`src/rtl/trace_pkg.sv`:
```
// Shared constants and types for the trace frame assembler.
//   TPIU_SYNC_LO / TPIU_SYNC_HI : the two half-words of a TPIU full sync
//   FRAME_HW                    : half-words per 16-byte frame
//   HW_W                        : half-word width
//   asm_state_e                 : frame-assembler lock state
package trace_pkg;

  localparam int unsigned HW_W     = 16;
  localparam int unsigned FRAME_HW = 8;
  localparam int unsigned OFS_W    = $clog2(FRAME_HW);

  localparam logic [HW_W-1:0] TPIU_SYNC_LO = 16'hFFFF;
  localparam logic [HW_W-1:0] TPIU_SYNC_HI = 16'h7FFF;

  typedef enum logic {
    UNSYNCED = 1'b0,
    SYNCED   = 1'b1
  } asm_state_e;

endpackage

```
`src/rtl/tpiu_sync_detect.sv`:
```
// Hold register plus full-sync pattern compare.
// Each accepted half-word is parked for one half-word time. A parked 0xFFFF
// followed by 0x7FFF is a full sync: both words are dropped. Otherwise the
// parked word is committed and the new word takes its place.
// Ports:
//   clk, rst_n      : clock, async active-low reset
//   valid_i, data_i : incoming half-word stream
//   commit_valid_c  : combinational, a parked word is committed this cycle
//   commit_data_c   : combinational, the committed half-word
//   sync_seen_c     : combinational, full sync completes this cycle
module tpiu_sync_detect
  import trace_pkg::*;
(
  input  logic            clk,
  input  logic            rst_n,
  input  logic            valid_i,
  input  logic [HW_W-1:0] data_i,
  output logic            commit_valid_c,
  output logic [HW_W-1:0] commit_data_c,
  output logic            sync_seen_c
);

  logic            hold_vld_q, hold_vld_d;
  logic [HW_W-1:0] hold_q, hold_d;
  logic            pair_sync;

  // Sync compare and hold register update.
  always_comb begin
    hold_vld_d     = hold_vld_q;
    hold_d         = hold_q;
    commit_valid_c = 1'b0;
    commit_data_c  = hold_q;
    sync_seen_c    = 1'b0;
    pair_sync      = hold_vld_q && (hold_q == TPIU_SYNC_LO) && (data_i == TPIU_SYNC_HI);
    if (valid_i) begin
      if (pair_sync) begin
        sync_seen_c = 1'b1;
        hold_vld_d  = 1'b0;
      end else begin
        commit_valid_c = hold_vld_q;
        hold_d         = data_i;
        hold_vld_d     = 1'b1;
      end
    end
  end

  // Hold register state.
  always_ff @(posedge clk or negedge rst_n) begin
    if (!rst_n) begin
      hold_vld_q <= 1'b0;
      hold_q     <= '0;
    end else begin
      hold_vld_q <= hold_vld_d;
      hold_q     <= hold_d;
    end
  end

endmodule

```
`src/rtl/trace_frame_assembler.sv`:
```
// Locks a 16-bit TPIU half-word stream to full-sync alignment, assembles
// aligned 16-byte frames and announces each by toggling PkAvail.
// Optional feature macro: TRACE_PKT_COUNT_EN adds the PacketCount port.
// Ports:
//   clk, rst_n      : clock, async active-low reset
//   TraceDataValid  : TraceData holds a new half-word
//   TraceData       : half-word, [7:0] is the earlier byte
//   Packet          : last complete frame, half-word k at [16k+15:16k]
//   PkAvail         : toggles once per emitted frame
//   Synced          : high while locked
//   SyncLost        : one-cycle pulse when lock is dropped by timeout
//   PacketCount     : frames emitted, wraps (TRACE_PKT_COUNT_EN only)
module trace_frame_assembler
  import trace_pkg::*;
#(
  parameter int unsigned SYNC_TIMEOUT = 4096
) (
  input  logic                     clk,
  input  logic                     rst_n,
  input  logic                     TraceDataValid,
  input  logic [HW_W-1:0]          TraceData,
  output logic [FRAME_HW*HW_W-1:0] Packet,
  output logic                     PkAvail,
  output logic                     Synced,
`ifdef TRACE_PKT_COUNT_EN
  output logic                     SyncLost,
  output logic [15:0]              PacketCount
`else
  output logic                     SyncLost
`endif
);

  localparam int unsigned TMO_W = 16;

  asm_state_e                       state_q;
  logic [OFS_W-1:0]                 offset_q;
  logic [TMO_W-1:0]                 tmo_q;
  logic [FRAME_HW-1:0][HW_W-1:0]    frame_q;
  logic [FRAME_HW*HW_W-1:0]         packet_q;
  logic                             pkavail_q;
  logic                             synclost_q;

  logic                             commit_valid;
  logic [HW_W-1:0]                  commit_data;
  logic                             sync_seen;
  logic [TMO_W-1:0]                 tmo_inc;
  logic                             tmo_hit;
  logic                             emit;

  tpiu_sync_detect u_sync (
    .clk            (clk),
    .rst_n          (rst_n),
    .valid_i        (TraceDataValid),
    .data_i         (TraceData),
    .commit_valid_c (commit_valid),
    .commit_data_c  (commit_data),
    .sync_seen_c    (sync_seen)
  );

  // Timeout compare; a zero SYNC_TIMEOUT never drops lock.
  always_comb begin
    tmo_inc = tmo_q + TMO_W'(1);
    tmo_hit = (SYNC_TIMEOUT != 0) && (tmo_inc == TMO_W'(SYNC_TIMEOUT));
    emit    = TraceDataValid && !sync_seen && (state_q == SYNCED) && !tmo_hit &&
              commit_valid && (offset_q == OFS_W'(FRAME_HW - 1));
  end

  // Lock state, frame slots, timeout and registered outputs.
  // Sync beats timeout on the same word; timeout beats a completing frame.
  always_ff @(posedge clk or negedge rst_n) begin
    if (!rst_n) begin
      state_q    <= UNSYNCED;
      offset_q   <= '0;
      tmo_q      <= '0;
      frame_q    <= '0;
      packet_q   <= '0;
      pkavail_q  <= 1'b0;
      synclost_q <= 1'b0;
    end else begin
      synclost_q <= 1'b0;
      if (TraceDataValid) begin
        if (sync_seen) begin
          state_q  <= SYNCED;
          offset_q <= '0;
          tmo_q    <= '0;
        end else if (state_q == SYNCED) begin
          tmo_q <= tmo_inc;
          if (tmo_hit) begin
            state_q    <= UNSYNCED;
            offset_q   <= '0;
            synclost_q <= 1'b1;
          end else if (commit_valid) begin
            frame_q[offset_q] <= commit_data;
            offset_q          <= offset_q + OFS_W'(1);
          end
        end
      end
      if (emit) begin
        packet_q  <= {commit_data, frame_q[FRAME_HW-2:0]};
        pkavail_q <= ~pkavail_q;
      end
    end
  end

`ifdef TRACE_PKT_COUNT_EN
  logic [15:0] pkt_cnt_q;

  // Emitted-frame counter, advances with each PkAvail toggle.
  always_ff @(posedge clk or negedge rst_n) begin
    if (!rst_n) begin
      pkt_cnt_q <= '0;
    end else if (emit) begin
      pkt_cnt_q <= pkt_cnt_q + 16'd1;
    end
  end

  assign PacketCount = pkt_cnt_q;
`endif

  assign Packet   = packet_q;
  assign PkAvail  = pkavail_q;
  assign Synced   = (state_q == SYNCED);
  assign SyncLost = synclost_q;

endmodule

```
`config.mk`:
```
export PLATFORM = sky130hd
export DESIGN_NAME = trace_frame_assembler
export DESIGN_NICKNAME = d
export VERILOG_FILES = /design/src/rtl/trace_pkg.sv /design/src/rtl/tpiu_sync_detect.sv /design/src/rtl/trace_frame_assembler.sv
export SDC_FILE = /design/constraint.sdc
export NUM_CORES = 1
export LEC_CHECK = 0
export CORE_MARGIN = 2
export CORE_UTILIZATION = 50
export CTS_CLUSTER_SIZE = 20
export DETAILED_ROUTE_END_ITERATION = 8
export DONT_BUFFER_PORTS = 1
export GPL_TIMING_DRIVEN = 0
export PLACE_DENSITY = 0.68
export SLEW_MARGIN = 20
export SYNTH_ARGS = -nofsm -noshare
export SYNTH_HDL_FRONTEND = slang
export SYNTH_HIERARCHICAL = 1
export SYNTH_SLANG_ARGS = --single-unit
```
`constraint.sdc`:
```
create_clock -name clk -period 2.7 [get_ports clk]
set_input_delay 0.54 -clock clk [delete_from_list [all_inputs] [get_ports clk]]
set_output_delay 0.54 -clock clk [all_outputs]
set_load 0.005 [all_outputs]
```
==> flow_summary.ini, run 1 <==
[sta]
slew_headroom = 0.442
fmax_mhz = 372
holdWs_ns = -0.300
timing.final.ws_setup_ns = 0.00832
timing_hold_violations_final = 279
skew_ns = 0.0187
setup_viol = 0
worst_pin_slew_ns = 0.837
drv_slew = 0
setup_tns_ns = 0
period_share = 0.997
rsz0062_at_grt = yes
fin_crit_ns = 2.69

[clock_tree]
clk_path_buf_depth = 3
cts_tree = done
clk_transition_reported_paths_ns = 0.06
clock_latency_ns = 0.55
htree_levels = 1
cts_made_buffers = 28
cts_sinks = 279
cts_root_buf = clkbuf_16

[cells_and_area]
fillers = 1587
layout-drive-gt1-share = 0.524
area.growth.synth_to_final_pct = 19.4
nets = 845
final_core_util = 0.608
n_antenna_cell = 0

[drt]
wire_per_inst_um = 23.9
drt-initial-drc-count = 312
vias = 6520
drc = 0
drt-met1-wl_mm = 10.5
finalWirelength_mm = 26.7
ant_nets = 0
met3_length_mm = 2.44
routed.top_layer = met4
vias_per_cell = 5.84
wl_met2_mm = 13.2
dr.pass1.iters = 5

[power_and_ir_drop]
p_leak_uw = 0.00669
power_density_nw_per_um2 = 628
peakVddDrop_mv = 0.391

[run_status]
violations = hold timing
status = finished with violations

[die]
die_x_um = 153
start_util = 0.509
ios = 150
chipHeight_um = 153
row_count = 54
core_area_sq_um = 21800
dieArea_sq_um = 23400

[placed_design]
dp_worst_setup_slack_ns = -0.852
routabilityCongestion = 0.921
hpwl_mm = 16.3
io_buffers = 0

[logic_synthesis]
synthArstFlopShare = 1.00
synth_simple_gate_area_share = 0.0521
synth-seq-cells = 279
synth_xor_area_frac = 0.00315
yosys.area_share.adder = 0.00450
synth_top_family_by_area = multiplexers
ys_seq_area_frac = 0.628
synth_flop_cell = dfrtp_1
ys_types = 49
syn_area_sq_um = 11100
synth_edf_count = 0
synth_nets = 757
synth.avg_cell_area_sq_um = 15.1
synth.mux.area_fraction = 0.268
netlist_instances = 734
synth_compound_area_frac = 0.0292
yosys_warnings = 6

[grt]
globalRouteTotalUtil = 0.226
grt_pass1_vias = 6798
grt_start_max_net_pins = 280
antenna_found_initial = 0
grt_pass1_wl_mm = 41.1
grt_overflow = 0

[setup_path]
cp.arrival_ns = 3.11
cp.depth = 10
worstPathCellList = ha_4 > buf_4 > and2_1 > a21oi_2 > o32a_1 > a211oi_1 > and4_4 > or4b_4 > clkbuf_16 > mux2_4
crit_path_max_incr_delay_ns = 0.58
path_buf_inv = 2
path_delay_family = simple AND/OR/NAND/NOR gates
crit_slowest_cell = or4b_4
reg2reg_depth = 10
required_ns = 3.12
cp-start-kind = flip-flop
worstSetupPathType = flip-flop to flip-flop
cp-end-kind = flip-flop
cp_max_fo = 7

[flow_run]
drv_cap = 0

[worst_hold_path]
hold_path.class = primary input to asynchronous set/reset pin
state kept, by name, summed over array words and instances, names as in the netlist:
name / count
Packet: 128
PkAvail: 1
SyncLost: 1
Synced: 1
frame_q: 112
offset_q: 3
tmo_q: 16
u_sync/commit_data_c: 16
u_sync/hold_vld_q: 1
routing by layer:
metal,vias to the layer above,GRT usage
met5,-,0
met4,0,0.0591
met3,44,0.0783
met2,241,0.375
met1,3422,0.284
li1,2813,-
cell families after synthesis:
group,Yosys count
DFF,279
muxes,258
and+or+nand+nor,102
AOI/OAI and AO/OA,52
buffers and inverters,35
xor gates and xnor gates,4
adders and majority gates,4
worst paths after layout:
path	startpoint	endpoint	slack, ns
max reg2reg	tmo_q[0]	frame_q[54]	0.008
min in group clk	TraceDataValid	u_sync/hold_vld_q	0.10
min reg2reg	frame_q[63]	frame_q[63]	0.49
min	rst_n	Packet[83]	-0.30
max	tmo_q[0]	frame_q[54]	0.008
max in group asynchronous	rst_n	tmo_q[3]	2.24
synth_stat cells (2+ instances only):
master    number  share of area
or3_1          3         0.0017
mux2_2       231           0.23
buf_6          2         0.0020
xor2_1         2         0.0016
ha_1           4         0.0045
nand3_1       10         0.0045
nor2_1        16         0.0054
o21ai_0       28          0.013
and3_1         4         0.0023
nand4_1       12         0.0068
mux2_4        19          0.026
clkbuf_1       7         0.0024
a31oi_1        5         0.0028
nand3b_1       3         0.0020
nand2_1       30          0.010
and2_1         2         0.0011
dfrtp_1      279           0.63
xnor2_1        2         0.0016
mux2i_1        2         0.0018
nor3_1         3         0.0014
o31ai_1        4         0.0027
a211oi_1       2         0.0014
buf_1          2        0.00068
nor2b_1        2         0.0011
mux2_1         6         0.0061
inv_1          4         0.0014
nand2b_1       3         0.0017
a21oi_1        4         0.0018
buf_2         20         0.0090
a21boi_0       2         0.0014
nor4_4         2         0.0038
nor3b_1        2         0.0014
worst reg2reg max path, delay by kind of cell, from the launching register on:
family / cells / cell delay (ns)
simple gates: 3 / 0.90
flops: 1 / 0.43
compound gates: 3 / 0.40
buf+inv: 2 / 0.35
mux: 1 / 0.29
fa+ha+maj: 1 / 0.20
repair_timing:
item                       in CTS  in global routing
setup endpoints to repair     261                233
hold endpoints to repair      279                279
gates resized for setup        67                 37
buffers inserted               38                 21
gates cloned                    0                  2
pin swaps                      17                 20
power breakdown:
part / leakage [uW] / total (uW) / internal, uW / switching (uW)
logic: 0.00240 / 220 / 78.5 / 142
clock network: 0.000454 / 3880 / 2310 / 1570
registers: 0.00383 / 4240 / 4220 / 26.8
total: 0.00669 / 8340 / 6600 / 1740
final cells by class:
class / instances / area (sq um) / share of cell area
Buffer: 28 / 273 / 0.0205
Clock buffer: 36 / 781 / 0.0588
Tap cell: 280 / 350 / 0.0264
Inverter: 4 / 15.0 / 0.00113
Sequential cell: 279 / 7030 / 0.529
Clock inverter: 9 / 139 / 0.0105
Timing Repair Buffer: 61 / 544 / 0.0410
Multi-Input combinational cell: 420 / 4150 / 0.313
placed cells by master, fill, tap and decap left out, drive strengths merged, types with 6 or more instances in the layout:
cell / n
nand4: 13
o21ai: 28
mux2: 256
clkinv: 6
clkbuf: 42
buf: 83
dfrtp: 279
nand2: 30
a31oi: 6
nor2: 16
nand3: 11
through the flow:
| step | hold slack, ns | power [uW] | area, sq um | cells |
|---|---|---|---|---|
| final | -0.300 | 8340 | 13300 | 1117 |
| after CTS | -0.317 | 8410 | 12900 | 1095 |
| after detailed placement | 0.254 | 4480 | 11600 | 1014 |
| after global routing | -0.325 | 8610 | 13300 | 1117 |
| after floorplan | 0.244 | 4380 | 11200 | 734 |
| after global placement | 0.256 | 4480 | 11600 | 1014 |
Note: power is estimated with default switching activity, not from simulation.
==> run 2: changes to the inputs <==
Settings changed: CORE_ASPECT_RATIO set to 0.8.
==> flow_summary.ini, run 2 (synthesized netlist as in run 1, its figures left out) <==
[placed_design]
dp_worst_setup_slack_ns = -0.757
io_buffers = 0
dp_cells = 1034
hpwl_mm = 17.1
routabilityCongestion = 0.870

[clock_tree]
cts_tree = done
htree_levels = 1
cts_made_buffers = 28
clk_transition_reported_paths_ns = 0.07
cts_sinks = 279
clk_path_buf_depth = 3
clock_latency_ns = 0.53
cts_root_buf = clkbuf_16

[grt]
grt_overflow = 0
antenna_found_initial = 1
grt_pass1_vias = 6679
globalRouteTotalUtil = 0.227
grt_start_max_net_pins = 280
grt_pass1_wl_mm = 40.0

[sta]
timing_hold_violations_final = 279
fin_crit_ns = 2.70
skew_ns = 0.0115
slew_headroom = 0.475
worst_pin_slew_ns = 0.784
drv_slew = 0
rsz0062_at_grt = yes
timing.final.ws_setup_ns = -0.00270
period_share = 1.00
fmax_mhz = 370
holdWs_ns = -0.286
setup_viol = 1
setup_tns_ns = -0.00270

[die]
die_x_um = 171
row_count = 48
chipHeight_um = 137
dieArea_sq_um = 23400
ios = 150
start_util = 0.513
core_area_sq_um = 21700

[setup_path]
cp-start-kind = flip-flop
path_delay_family = simple AND/OR/NAND/NOR gates
worstSetupPathType = flip-flop to flip-flop
crit_path_max_incr_delay_ns = 0.60
r2r_end = frame_q[61]
worstPathCellList = ha_4 > buf_4 > nand3_2 > nor4_4 > xnor2_2 > a21boi_0 > and4_4 > or4b_4 > buf_4 > mux2_1
reg2reg_depth = 10
path_buf_inv = 2
r2r_start = tmo_q[1]
cp-end-kind = flip-flop
critical_path.most_common_cell = buf_4
cp.arrival_ns = 3.11
crit_slowest_cell = or4b_4
r2r_setup_slack_ns = -0.003
cp_max_fo = 6
required_ns = 3.11

[power_and_ir_drop]
peakVddDrop_mv = 0.446
total_power_uw = 8560
p_leak_uw = 0.00661
power_density_nw_per_um2 = 649

[drt]
vias = 6363
wire_per_inst_um = 23.6
ant_nets = 0
drt-initial-drc-count = 452
drc = 0
vias_per_cell = 5.63
finalWirelength_mm = 26.6
dr.pass1.iters = 4

[run_status]
violations = hold timing, setup timing
status = finished with violations

[worst_hold_path]
hold_path.class = primary input to asynchronous set/reset pin

[cells_and_area]
area.growth.synth_to_final_pct = 18.7
final_common_cell = dfrtp_1
n_antenna_cell = 0
largest_reg_flops = 128
final_cell_mix = dfrtp_1, mux2_2, buf_4
layout-drive-gt1-share = 0.514
nets = 832
fillers = 1645
stdcell_count = 1131

[flow_run]
drv_cap = 0
## run 2: area by class of cell
type                    instances  area [sq um]  share of cell area
plain buffers                  28           278              0.0211
clock buffers                  39           813              0.0617
clock inverters                13           181              0.0138
inverters                       4          15.0             0.00114
multi-input cells             420          4110               0.312
flip-flops and latches        279          7010               0.532
well taps                     300           375              0.0285
repair buffers                 48           404              0.0306
## run 2: repair_timing
action / in CTS / in global routing
hold endpoints to repair: 279 / 279
pin swaps: 17 / 7
buffers inserted: 33 / 12
setup endpoints to repair: 260 / 217
gates resized for setup: 53 / 40
cloned: 0 / 3
## run 2: metal layers
metal	track usage	part of all wire	vias to the layer above
met1	0.309	0.44	3356
met4	0.0537	0.018	0
li1	-	-	2790
met3	0.0750	0.086	39
met5	0	0	-
met2	0.357	0.46	178
## run 2: through the flow
step | util | instance area, sq um
2_1_floorplan | - | 11200
3_3_place_gp | 0.534 | 11600
3_5_place_dp | 0.534 | 11600
4_1_cts | 0.597 | 12900
5_1_grt | 0.608 | 13200
6_report | 0.608 | 13200
## run 2: worst max-delay path by stage
stage	cells past startpoint	end	startpoint	slack, ns
floorplan	11	frame_q[50]	TraceData[11]	-0.16
global placement	10	frame_q[13]	u_sync/commit_data_c[2]	-0.71
detailed placement	10	frame_q[92]	tmo_q[0]	-0.76
CTS	9	frame_q[52]	tmo_q[1]	0.02
global route	9	frame_q[61]	tmo_q[2]	-0.08
finish	10	frame_q[61]	tmo_q[1]	-0.003
## run 2: report_power, final
| part | switching [uW] | internal [uW] | leakage (uW) |
|---|---|---|---|
| combinational | 137 | 77.0 | 0.00230 |
| clock | 1620 | 2490 | 0.000484 |
| sequential | 20.7 | 4210 | 0.00383 |
## run 2: worst register-to-register path: cells and delay by family (launching register included)
kind | cells | cell delay, ns
simple gates | 4 | 1.10
buf+inv | 2 | 0.33
mux | 1 | 0.31
xor+xnor | 1 | 0.12
fa+ha+maj | 1 | 0.18
compound gates | 1 | 0.14
flops | 1 | 0.41
==> run 3: changes to the inputs <==
Settings changed: SKIP_CTS_REPAIR_TIMING set to 1.
==> flow_summary.ini, run 3 (synthesized netlist as in run 1, its figures left out) <==
[sta]
fin_crit_ns = 2.72
timing_hold_violations_final = 279
timing.final.ws_setup_ns = -0.0158
rsz0062_at_grt = yes
setup_viol = 9
fmax_mhz = 368
worst_pin_slew_ns = 0.708
slew_headroom = 0.523
period_share = 1.01
holdWs_ns = -0.287
skew_ns = 0.00840
drv_slew = 0

[setup_path]
required_ns = 3.11
path_delay_family = simple AND/OR/NAND/NOR gates
cp_max_fo = 8
path_buf_inv = 2
critical_path.most_common_cell = buf_4
cp.arrival_ns = 3.12
crit_slowest_cell = or4b_4
cp-end-kind = flip-flop
cp-start-kind = flip-flop
crit_path_max_incr_delay_ns = 0.55
r2r_setup_slack_ns = -0.02
setup.worst_path.start = tmo_q[1]
worstSetupPathType = flip-flop to flip-flop
r2r_start = tmo_q[1]
worstPathCellList = ha_4 > nand4_1 > buf_4 > mux2i_1 > a21bo_2 > and4_4 > or4b_4 > buf_4 > mux2_1

[drt]
dr.pass1.iters = 5
drc = 0
vias_per_cell = 5.57
finalWirelength_mm = 26.2
vias = 6422
wire_per_inst_um = 22.7
drt-initial-drc-count = 477
ant_nets = 0

[placed_design]
routabilityCongestion = 0.870
hpwl_mm = 17.1
io_buffers = 0
dp_worst_setup_slack_ns = -0.757

[run_status]
violations = hold timing, setup timing
status = finished with violations

[cells_and_area]
largest_reg_flops = 128
final_common_cell = dfrtp_1
final_core_util = 0.612
final_cell_mix = dfrtp_1, mux2_2, buf_4
nets = 853
n_antenna_cell = 0
layout-drive-gt1-share = 0.519
area.growth.synth_to_final_pct = 19.3

[grt]
grt_overflow = 0
grt_pass1_wl_mm = 39.1
grt_pass1_vias = 6506
globalRouteTotalUtil = 0.222
grt_start_max_net_pins = 280
antenna_found_initial = 1

[die]
die_x_um = 171
dieArea_sq_um = 23400
chipHeight_um = 137
start_util = 0.513
row_count = 48
core_area_sq_um = 21700
ios = 150

[power_and_ir_drop]
clkPwrFrac = 0.477
pwr-share-seq = 0.494
power_density_nw_per_um2 = 648
peakVddDrop_mv = 0.447
comb_power_share = 0.029
swShare = 0.206
intPower_uw = 6820
p_switching_uw = 1770
total_power_uw = 8590
p_leak_uw = 0.00669

[clock_tree]
htree_levels = 1
clk_transition_reported_paths_ns = 0.07
cts_sinks = 279
clk_path_buf_depth = 3
cts_tree = done
clock_latency_ns = 0.53
cts_root_buf = clkbuf_16
cts_made_buffers = 28

[worst_hold_path]
hold_path.class = primary input to asynchronous set/reset pin

[flow_run]
drv_cap = 0
## run 3: layout make-up
class,instances,area (sq um)
fillers,1637,8420
flip-flops and latches,279,7010
multi-input cells,420,4090
clock buffers,39,813
repair buffers,68,518
well taps,300,375
plain buffers,29,259
clock inverters,13,181
inverters,4,15.0
## run 3: routing by layer
metal,up-vias,share of wire,global-route usage
met2,198,0.47,0.354
met3,39,0.088,0.0735
met4,0,0.018,0.0475
li1,2832,-,-
met1,3353,0.42,0.298
met5,-,0,0
## run 3: worst paths after layout
kind                            depth (start not counted)                       to
worst max-delay path                                    9              frame_q[61]
worst min-delay path                                    0              frame_q[83]
worst max register to register                          9              frame_q[61]
worst min register to register                          1              frame_q[63]
max in group asynchronous                               0  u_sync/commit_data_c[1]
min in group clk                                        1        u_sync/hold_vld_q
## run 3: through the flow
stage | std cells | hold slack, ns | TNS [ns] | area [sq um]
after floorplan | 734 | 0.244 | -1.65 | 11200
after global placement | 1034 | 0.256 | -134.26 | 11600
after detailed placement | 1034 | 0.255 | -144.91 | 11600
after CTS | 1086 | -0.306 | -148.69 | 12600
after global routing | 1152 | -0.311 | -0.951 | 13300
final | 1152 | -0.287 | -0.0419 | 13300
## run 3: power by group through the flow
| stage | registers [uW] | clock network [uW] | logic, uW |
|---|---|---|---|
| 2_1_floorplan | 4320 | 0 | 60.3 |
| 5_1_grt | 4240 | 4380 | 263 |
| 6_report | 4240 | 4100 | 251 |
| 4_1_cts | 4330 | 4180 | 67.7 |
| 3_5_place_dp | 4410 | 0 | 67.1 |
| 3_3_place_gp | 4410 | 0 | 64.7 |
